## config.mk

```make
export PLATFORM = sky130hd
export DESIGN_NAME = pe_loader
export DESIGN_NICKNAME = d
export VERILOG_FILES = /design/src/rtl/pe_loader.sv
export SDC_FILE = /design/constraint.sdc
export NUM_CORES = 1
export LEC_CHECK = 0
export ABC_AREA = 0
export BUFFER_PORTS_ARGS = -buffer_cell sky130_fd_sc_hd__buf_2
export CORE_UTILIZATION = 60
export CTS_CLUSTER_DIAMETER = 150
export DETAILED_ROUTE_END_ITERATION = 16
export PLACE_DENSITY = 0.88
export SYNTH_ARGS = -nofsm -noshare
export SYNTH_HDL_FRONTEND = slang
export SYNTH_SLANG_ARGS = --single-unit
```

## constraint.sdc

```tcl
create_clock -name clk -period 2.82 [get_ports clk]
set_input_delay 0 -clock clk [delete_from_list [all_inputs] [get_ports clk]]
set_output_delay 0 -clock clk [all_outputs]
set_load 0.05 [all_outputs]
```

## src/rtl/pe_loader.sv

```systemverilog
// pe_loader: host-to-PE load sequencer. Forwards instructions to the PE, then replays
// buffered data words as gap-free BURST-beat bursts, raising alpha_v on the final one.
module pe_loader #(
  parameter int DATA_W     = 16,
  parameter int INST_W     = 32,
  parameter int BURST      = 16,
  parameter int INST_DEPTH = 16,
  parameter int ALPHA_HOLD = 16
) (
  input  logic                clk,
  input  logic                rst,
  input  logic                start,
  input  logic [4:0]          n_inst,
  input  logic [7:0]          n_iter,
  input  logic                s_valid,
  output logic                s_ready,
  input  logic                s_type,
  input  logic                s_last,
  input  logic [2*DATA_W-1:0] s_data,
  output logic                inst_in_v,
  output logic [INST_W-1:0]   inst_in,
  output logic                din_pe_v,
  output logic [2*DATA_W-1:0] din_pe,
  output logic                alpha_v,
  output logic                busy,
  output logic                done,
  output logic                err
);

  localparam int PW = (BURST > 1) ? $clog2(BURST) : 1;
  localparam int HW = $clog2(ALPHA_HOLD + 1);

  typedef enum logic [2:0] {
    IDLE    = 3'd0,
    INST    = 3'd1,
    GAP     = 3'd2,
    COLLECT = 3'd3,
    SEND    = 3'd4,
    HOLD    = 3'd5
  } state_t;

  state_t state_reg, state_next;

  logic [4:0]          ninst_reg;
  logic [7:0]          niter_reg;
  logic [4:0]          icnt_reg;
  logic [PW-1:0]       wptr_reg;
  logic [PW-1:0]       rptr_reg;
  logic [7:0]          iter_reg;
  logic [HW-1:0]       hcnt_reg;
  logic [2*DATA_W-1:0] buf_mem [BURST];

  logic accept, cfg_bad, last_inst, last_wr, last_rd, last_iter, hold_end, wr_en;

  assign s_ready   = (state_reg == INST) || (state_reg == COLLECT);
  assign busy      = (state_reg != IDLE);
  assign accept    = s_valid && s_ready;
  assign cfg_bad   = (n_inst == 5'd0) || ({27'd0, n_inst} > 32'(INST_DEPTH)) || (n_iter == 8'd0);
  assign last_inst = (icnt_reg == ninst_reg - 5'd1);
  assign last_wr   = (wptr_reg == PW'(BURST - 1));
  assign last_rd   = (rptr_reg == PW'(BURST - 1));
  assign last_iter = (iter_reg == niter_reg - 8'd1);
  assign hold_end  = (hcnt_reg == HW'(ALPHA_HOLD));
  assign wr_en     = (state_reg == COLLECT) && accept && s_type;

  always_ff @(posedge clk or negedge rst) begin
    if (!rst) state_reg <= IDLE;
    else      state_reg <= state_next;
  end

  always_comb begin
    state_next = state_reg;
    unique case (state_reg)
      IDLE:    if (start && !cfg_bad) state_next = INST;
      INST:    if (accept && !s_type && last_inst) state_next = GAP;
      GAP:     state_next = COLLECT;
      COLLECT: if (accept && s_type && last_wr) state_next = SEND;
      SEND:    if (last_rd) state_next = last_iter ? HOLD : COLLECT;
      HOLD:    if (hold_end) state_next = IDLE;
      default: state_next = IDLE;
    endcase
  end

  // Burst buffer: written only while collecting, read only while sending.
  always_ff @(posedge clk) begin
    if (wr_en) buf_mem[wptr_reg] <= s_data;
  end

  always_ff @(posedge clk or negedge rst) begin
    if (!rst) begin
      ninst_reg <= '0;
      niter_reg <= '0;
      icnt_reg  <= '0;
      wptr_reg  <= '0;
      rptr_reg  <= '0;
      iter_reg  <= '0;
      hcnt_reg  <= '0;
      inst_in_v <= 1'b0;
      inst_in   <= '0;
      din_pe_v  <= 1'b0;
      din_pe    <= '0;
      alpha_v   <= 1'b0;
      done      <= 1'b0;
      err       <= 1'b0;
    end else begin
      inst_in_v <= 1'b0;
      din_pe_v  <= 1'b0;
      done      <= 1'b0;
      unique case (state_reg)
        IDLE: begin
          if (start) begin
            ninst_reg <= n_inst;
            niter_reg <= n_iter;
            err       <= cfg_bad;
            icnt_reg  <= '0;
            wptr_reg  <= '0;
            rptr_reg  <= '0;
            iter_reg  <= '0;
            hcnt_reg  <= '0;
            alpha_v   <= 1'b0;
          end
        end
        INST: begin
          if (accept) begin
            if (s_type) begin
              err <= 1'b1;
            end else begin
              inst_in_v <= 1'b1;
              inst_in   <= s_data[INST_W-1:0];
              icnt_reg  <= icnt_reg + 5'd1;
              if (s_last != last_inst) err <= 1'b1;
            end
          end
        end
        GAP: ;
        COLLECT: begin
          if (accept) begin
            if (!s_type) begin
              err <= 1'b1;
            end else begin
              wptr_reg <= last_wr ? '0 : wptr_reg + PW'(1);
              if (s_last != last_wr) err <= 1'b1;
            end
          end
        end
        SEND: begin
          din_pe_v <= 1'b1;
          din_pe   <= buf_mem[rptr_reg];
          alpha_v  <= last_iter;
          rptr_reg <= last_rd ? '0 : rptr_reg + PW'(1);
          if (last_rd) iter_reg <= iter_reg + 8'd1;
        end
        HOLD: begin
          // alpha_v drops on the same edge that raises done
          if (hold_end) begin
            alpha_v <= 1'b0;
            done    <= 1'b1;
          end else begin
            alpha_v  <= 1'b1;
            hcnt_reg <= hcnt_reg + HW'(1);
          end
        end
        default: ;
      endcase
    end
  end

endmodule

```

**Yosys cells after proc, flatten, opt, wreduce, memory -nomap -nowiden**

Memories as Yosys holds them, arrays and structs flattened. A register that Yosys moved wholly into a read port is not among the register bits.
Index checks and enable logic that the tools add are counted.

- $lt $le $gt $ge: 1
- Muxes and demuxes: 42
- Reduce and logical (&&, ||, !) cells: 34
- Bitwise logic cells: 1
- Shifts and indexed selects: 0
- Equality and inequality tests: 25
- Add/sub/neg operators: 7
- $mul: 0
- Div/mod/pow operators: 0

Operators with widths:

| operator | number |
|---|---|
| 4-bit 2-to-1 mux | 5 |
| 5-bit 2-to-1 mux | 4 |
| 5-bit one-hot mux with 2 select lines | 2 |
| 3-bit 2-to-1 mux | 6 |
| 2-bit inequality test, second input constant | 9 |
| 3-bit one-hot mux with 6 select lines | 1 |
| 1-bit 2-to-1 mux | 17 |
| 8-bit 2-to-1 mux | 2 |
| 4-bit one-hot mux with 2 select lines | 2 |
| 8-bit one-hot mux with 2 select lines | 1 |
| 5-bit by 1-bit adder with 5-bit output, second input constant | 2 |
| 3-bit AND reduction | 3 |
| 3-bit nonzero test | 3 |
| 4-bit by 1-bit adder with 4-bit output, second input constant | 2 |
| 8-bit by 1-bit adder with 8-bit output, second input constant | 1 |
| 4-bit equality test, second input constant | 2 |
| 8-bit equality test | 1 |
| 1-bit logical AND | 8 |
| 8-bit zero test | 1 |
| 4-bit AND reduction | 2 |
| 2-bit nonzero test | 4 |
| 8-bit by 1-bit subtractor with 8-bit output, second input constant | 1 |
| 3-bit by 2-bit equality test with 1-bit output, second input constant | 2 |
| 3-bit equality test, second input constant | 2 |
| 17 further kinds | 27 |

- Memories: 1
- Bits in writable memories: 512
- Register bits: 79
- Bits in latches: 0
- Logic and storage cells: 125
- Input bits: 51
- Bits in read-only memories: 0

Memories:

| name | depth | width | rd ports | clocked after memory_dff | write ports | RTL line | text |
|---|---|---|---|---|---|---|---|
| buf_mem | 16 | 32 | 1 | 1 | 1 | 51 | `logic [2*DATA_W-1:0] buf_mem [BURST];` |

**Depth between registers and ports, before layout**

- Depth in word-level cells: 7
- Depth in mapped cells: 9
- Gate-level depth less buffers: 8

**Worst setup path after synthesis**

Ideal clock, no wire load.

- Path kind: flip-flop to flip-flop
- Start point: register state_reg[2]
- End point: memory buf_mem[10][0] (netlist name) (enable)
- Buffers on the path: 1
- Arrival: 2.819 ns
- Stages on the path, launching flop included: 7
- Path slack: -0.391 ns
- Data required time: 2.428 ns
- Clock period less this slack: 3.211 ns
- Cell sequence: dfrtp_1 > nor2b_1 > and2_1 > buf_2 > nand3_1 > nor3b_1 > and2_1

- Longest elaborated chain between the ends: 7
- Elaborated cells on any way between the ends: 8
- Classes of those cells: eq/ne (2); mux (2); reduce/logical (4)

Ends and longest elaborated chain:

| element | RTL line | text |
|---|---|---|
| start: declaration | 42 | `state_t state_reg, state_next;` |
| start signal: assignment | 68 | `else state_reg <= state_next;` |
| 3-bit by 1-bit equality test with 1-bit output / 3-bit by 2-bit equality test with 1-bit output (equally long branches) | 55 | `assign s_ready = (state_reg == INST) \|\| (state_reg == COLLECT);` |
| 1-bit logical OR * | 55 |  |
| net s_ready | 16 | `output logic s_ready,` |
| 1-bit logical AND * | 57 | `assign accept = s_valid && s_ready;` |
| 1-bit logical AND * (2 in a row) | 64 | `assign wr_en = (state_reg == COLLECT) && accept && s_type;` |
| 1-bit 2-to-1 mux * | 86 | `if (wr_en) buf_mem[wptr_reg] <= s_data;` |
| 1-bit 2-to-1 mux (implied by the code) * | 86 |  |
| end: declaration | 51 |  |

The timed path passes the listed nets; every way through them passes the cells marked *.

**Final worst setup path**

- Start point: register state_reg[2]
- End point: memory buf_mem[3][27] (netlist name) (enable)

- Longest elaborated chain between the ends: 7
- Elaborated cells on any way between the ends: 8
- Classes of those cells: eq/ne (2); mux (2); reduce/logical (4)

Ends and longest elaborated chain:

| element | RTL line |
|---|---|
| 3-bit by 1-bit equality test with 1-bit output / 3-bit by 2-bit equality test with 1-bit output (equally long branches) | 55, 64 |
| 1-bit logical OR | 55 |
| 1-bit logical AND | 57 |
| 1-bit logical AND * (2 in a row) | 64 |
| 1-bit 2-to-1 mux * | 86 |
| 1-bit 2-to-1 mux (implied by the code) * | 86 |

Mark *: on every way between the ends. The rest lies on a longest branch, timed or not.

==> flow_summary.json <==
{
  "grt_max_degree": 76,
  "nNetsFinal": 1637,
  "regArea_mm2": 0.01816,
  "grt_pass1_wl_mm": 92.24,
  "drt_first_iter_violations": 2040,
  "grt_pass1_vias": 14756,
  "clkTransAtPathRegs_ns": 0.06,
  "worstHoldPathType": "primary input to register",
  "async_flop_share": 0.1782,
  "clock_latency_ns": 0.62,
  "n_fill_cell": 2144,
  "p_per_area_mw_per_mm2": 916.8,
  "worstPathMaxFanout": 22,
  "die_h_um": 203.6,
  "via_per_inst": 6.555,
  "grt_use_total": 0.3079,
  "cts_tree": "yes",
  "synth_warnings": 0,
  "postCtsSetupBuffers": 0,
  "die_x_um": 203.6,
  "timing.rr.end": "buf_mem[3][27]",
  "hold_viol": 0,
  "multi_input_comb_area_mm2": 0.005879,
  "reg_top3": "buf_mem x512, din_pe x32, inst_in x32",
  "skew_ns": 0.02179,
  "timing.rr.start": "state_reg[2]",
  "gp_congestion": 0.8657,
  "postSynthAreaPerCell_um2": 18.02,
  "largest_reg_flops": 512,
  "coreArea_mm2": 0.03991,
  "hold_depth": 4,
  "min_period_over_period": 1.030,
  "synth_edf_count": 512,
  "cp_data_arrival_time_ns": 3.15,
  "grt.overflow.total": 0,
  "wirelength_mm": 61.90,
  "hold_end": "ninst_reg[3]",
  "maxCapViolCount": 0,
  "relSlewSlack": 0.4205,
  "fin_cells": 2150,
  "crit_path_end_kind": "register",
  "synthCells": 1354,
  "final_max_slew_viol_count": 0,
  "area_delta_synth_final_pct": 17.00,
  "cts_sinks": 623,
  "wl_per_cell_um": 28.79,
  "drt_pass1_iterations": 8,
  "status": "finished, violations left",
  "required_ns": 3.06,
  "ant_nets": 0,
  "p_total_mw": 26.17,
  "portBuffers": 121,
  "final.setup.worst_slack_ns": -0.08435,
  "violations": "negative setup slack",
  "top_register": "buf_mem",
  "setup_viol": 66,
  "worst_pin_slew_ns": 0.8692,
  "worstRegToRegCells": 6,
  "rsz0062_at_grt": "true",
  "ys_ff_latch": 623,
  "critical_path_class": "register to register",
  "drc": 0,
  "core.rowCount": 73,
  "final_layout_size_suffix_gt1_frac": 0.2665,
  "max_freq_mhz": 344.3,
  "dieArea_mm2": 0.04147,
  "placed_cells": 1987,
  "h-tree-depth": 2,
  "ys.flop_type": "edfxtp_1",
  "irDropWorstVdd_uv": 553.5,
  "startpoint_type": "register",
  "ys_types": 53,
  "pin_count": 122,
  "reg2reg_slack_ns": -0.08,
  "dp_hpwl_mm": 34.53,
  "start_util": 0.6112,
  "grt_antenna_before_repair": 1,
  "num_vias": 14094,
  "netlist_area_mm2": 0.02440,
  "finalCriticalPeriod_ns": 2.904,
  "p_leak_nw": 10.18,
  "root_buffer": "clkbuf_16",
  "ys_seq_area_frac": 0.7440,
  "diodes": 0,
  "worstHoldStart": "n_inst[3]",
  "cts_buffers": 58,
  "clockBufferDepth": 3,
  "synth_nets": 1416
}
==> routing by layer <==
layer / wire [µm] / GRT usage / share of wire
met1: 21490 / 0.4039 / 0.35
met4: 2684 / 0.1410 / 0.043
met3: 6847 / 0.06392 / 0.11
met2: 30870 / 0.5007 / 0.50
met5: 0 / 0 / 0
==> cells in the final DEF (no fill, tap or decap), drive strengths merged, types with 2 or more instances in the layout <==
cell         instances
nor4                 5
bufinv               7
nand2b               5
dfrtp              111
ha                  11
and3                 5
nand4b               4
nand4                5
clkbuf              82
a211oi               3
and2                18
nor2b                2
or3b                 2
xnor2               12
mux4               130
nor2                28
nand2              234
buf                176
nand3b               4
o211ai               3
or2                  2
xor2                17
clkinv              17
a31oi                2
a21oi                5
nand3               20
o221ai              30
dlygate4sd3         52
inv                 16
mux2i               32
edfxtp             512
nor3                 3
or3                  2
o31a                 2
nor3b                3
clkinvlp             3
o21ai               49
==> worst max path at each step <==
stage / start / end / slack (ns)
after CTS: state_reg[2] / buf_mem[2][27] / 0.04
final: state_reg[2] / buf_mem[3][27] / -0.08
after detailed placement: state_reg[2] / buf_mem[2][14] / 0.21
after global placement: state_reg[2] / buf_mem[2][13] / 0.41
after floorplan: state_reg[2] / buf_mem[11][0] / 0.23
after global routing: state_reg[2] / buf_mem[0][1] / -0.07
==> cell families (layout without fill, tap and decap cells) <==
group / Yosys count / count (layout) / share of synthesized area
fa+ha+maj: 11 / 11 / 0.005641
buf+inv: 82 / 353 / 0.01646
flops: 623 / 623 / 0.7440
simple gates: 346 / 346 / 0.06262
mux: 163 / 163 / 0.1336
xor+xnor: 29 / 29 / 0.01041
compound gates: 100 / 100 / 0.02723
==> area by class of cell <==
type / instances / share of cell area
multi-input cells: 649 / 0.2060
clock inverters: 28 / 0.01166
inverters: 15 / 0.001972
clock buffers: 82 / 0.05974
repair buffers: 228 / 0.06145
flip-flops and latches: 623 / 0.6362
well taps: 525 / 0.02301
==> timing repair <==
item / 4_1_cts / 5_1_grt
hold buffers: 53 / 0
hold endpoints to repair: 674 / 0
setup endpoints to repair: 0 / 181
resized for setup: 0 / 3
==> where the power goes <==
| group | leakage, nW | internal [mW] | switching, mW |
|---|---|---|---|
| Sequential | 6.06 | 10.5 | 0.519 |
| Combinational | 3.12 | 2.81 | 4.02 |
| Clock | 1.00 | 4.86 | 3.44 |
| Total | 10.2 | 18.2 | 7.98 |
==> stage by stage <==
stage               TNS (ns)  worst slack (ns)  utilization  area, µm²  hold slack [ns]
finish                -3.752          -0.08435       0.7152      28540           0.1493
global route          -5.580          -0.07397       0.7152      28540           0.1669
CTS                        0           0.04419       0.7149      28540           0.1287
detailed placement         0            0.2085       0.6503      25960          0.05240
global placement           0            0.4068       0.6503      25960          0.04640
floorplan                  0            0.2344            -      24420          -0.2956
==> Yosys cell counts (all sizes together), types with 4 or more instances <==
master,count,area (µm²)
inv,15,56.31
mux2i,32,320.3
nor2,28,112.6
dfrtp,111,2778
clkbuf,30,112.6
o21ai,49,245.2
mux4,130,2928
ha,11,137.6
buf,37,232.7
nand4b,4,35.03
nand2b,5,31.28
xor2,17,148.9
and3,5,31.28
o221ai,30,262.8
nor4,5,31.28
nand3b,4,30.03
xnor2,12,105.1
and2,18,112.6
nand2,234,878.3
nand3,20,100.1
nand4,5,31.28
edfxtp,512,15370
a21oi,5,25.02
==> critical path: stages (launching register included) <==
cell,delay (ns)
dfrtp_1,0.47
nor2b_2,0.20
and2_1,0.40
nand3_1,0.23
nor3_1,0.51
and2_2,0.29
buf_4,0.43
Power figures use the tool's default switching activity.
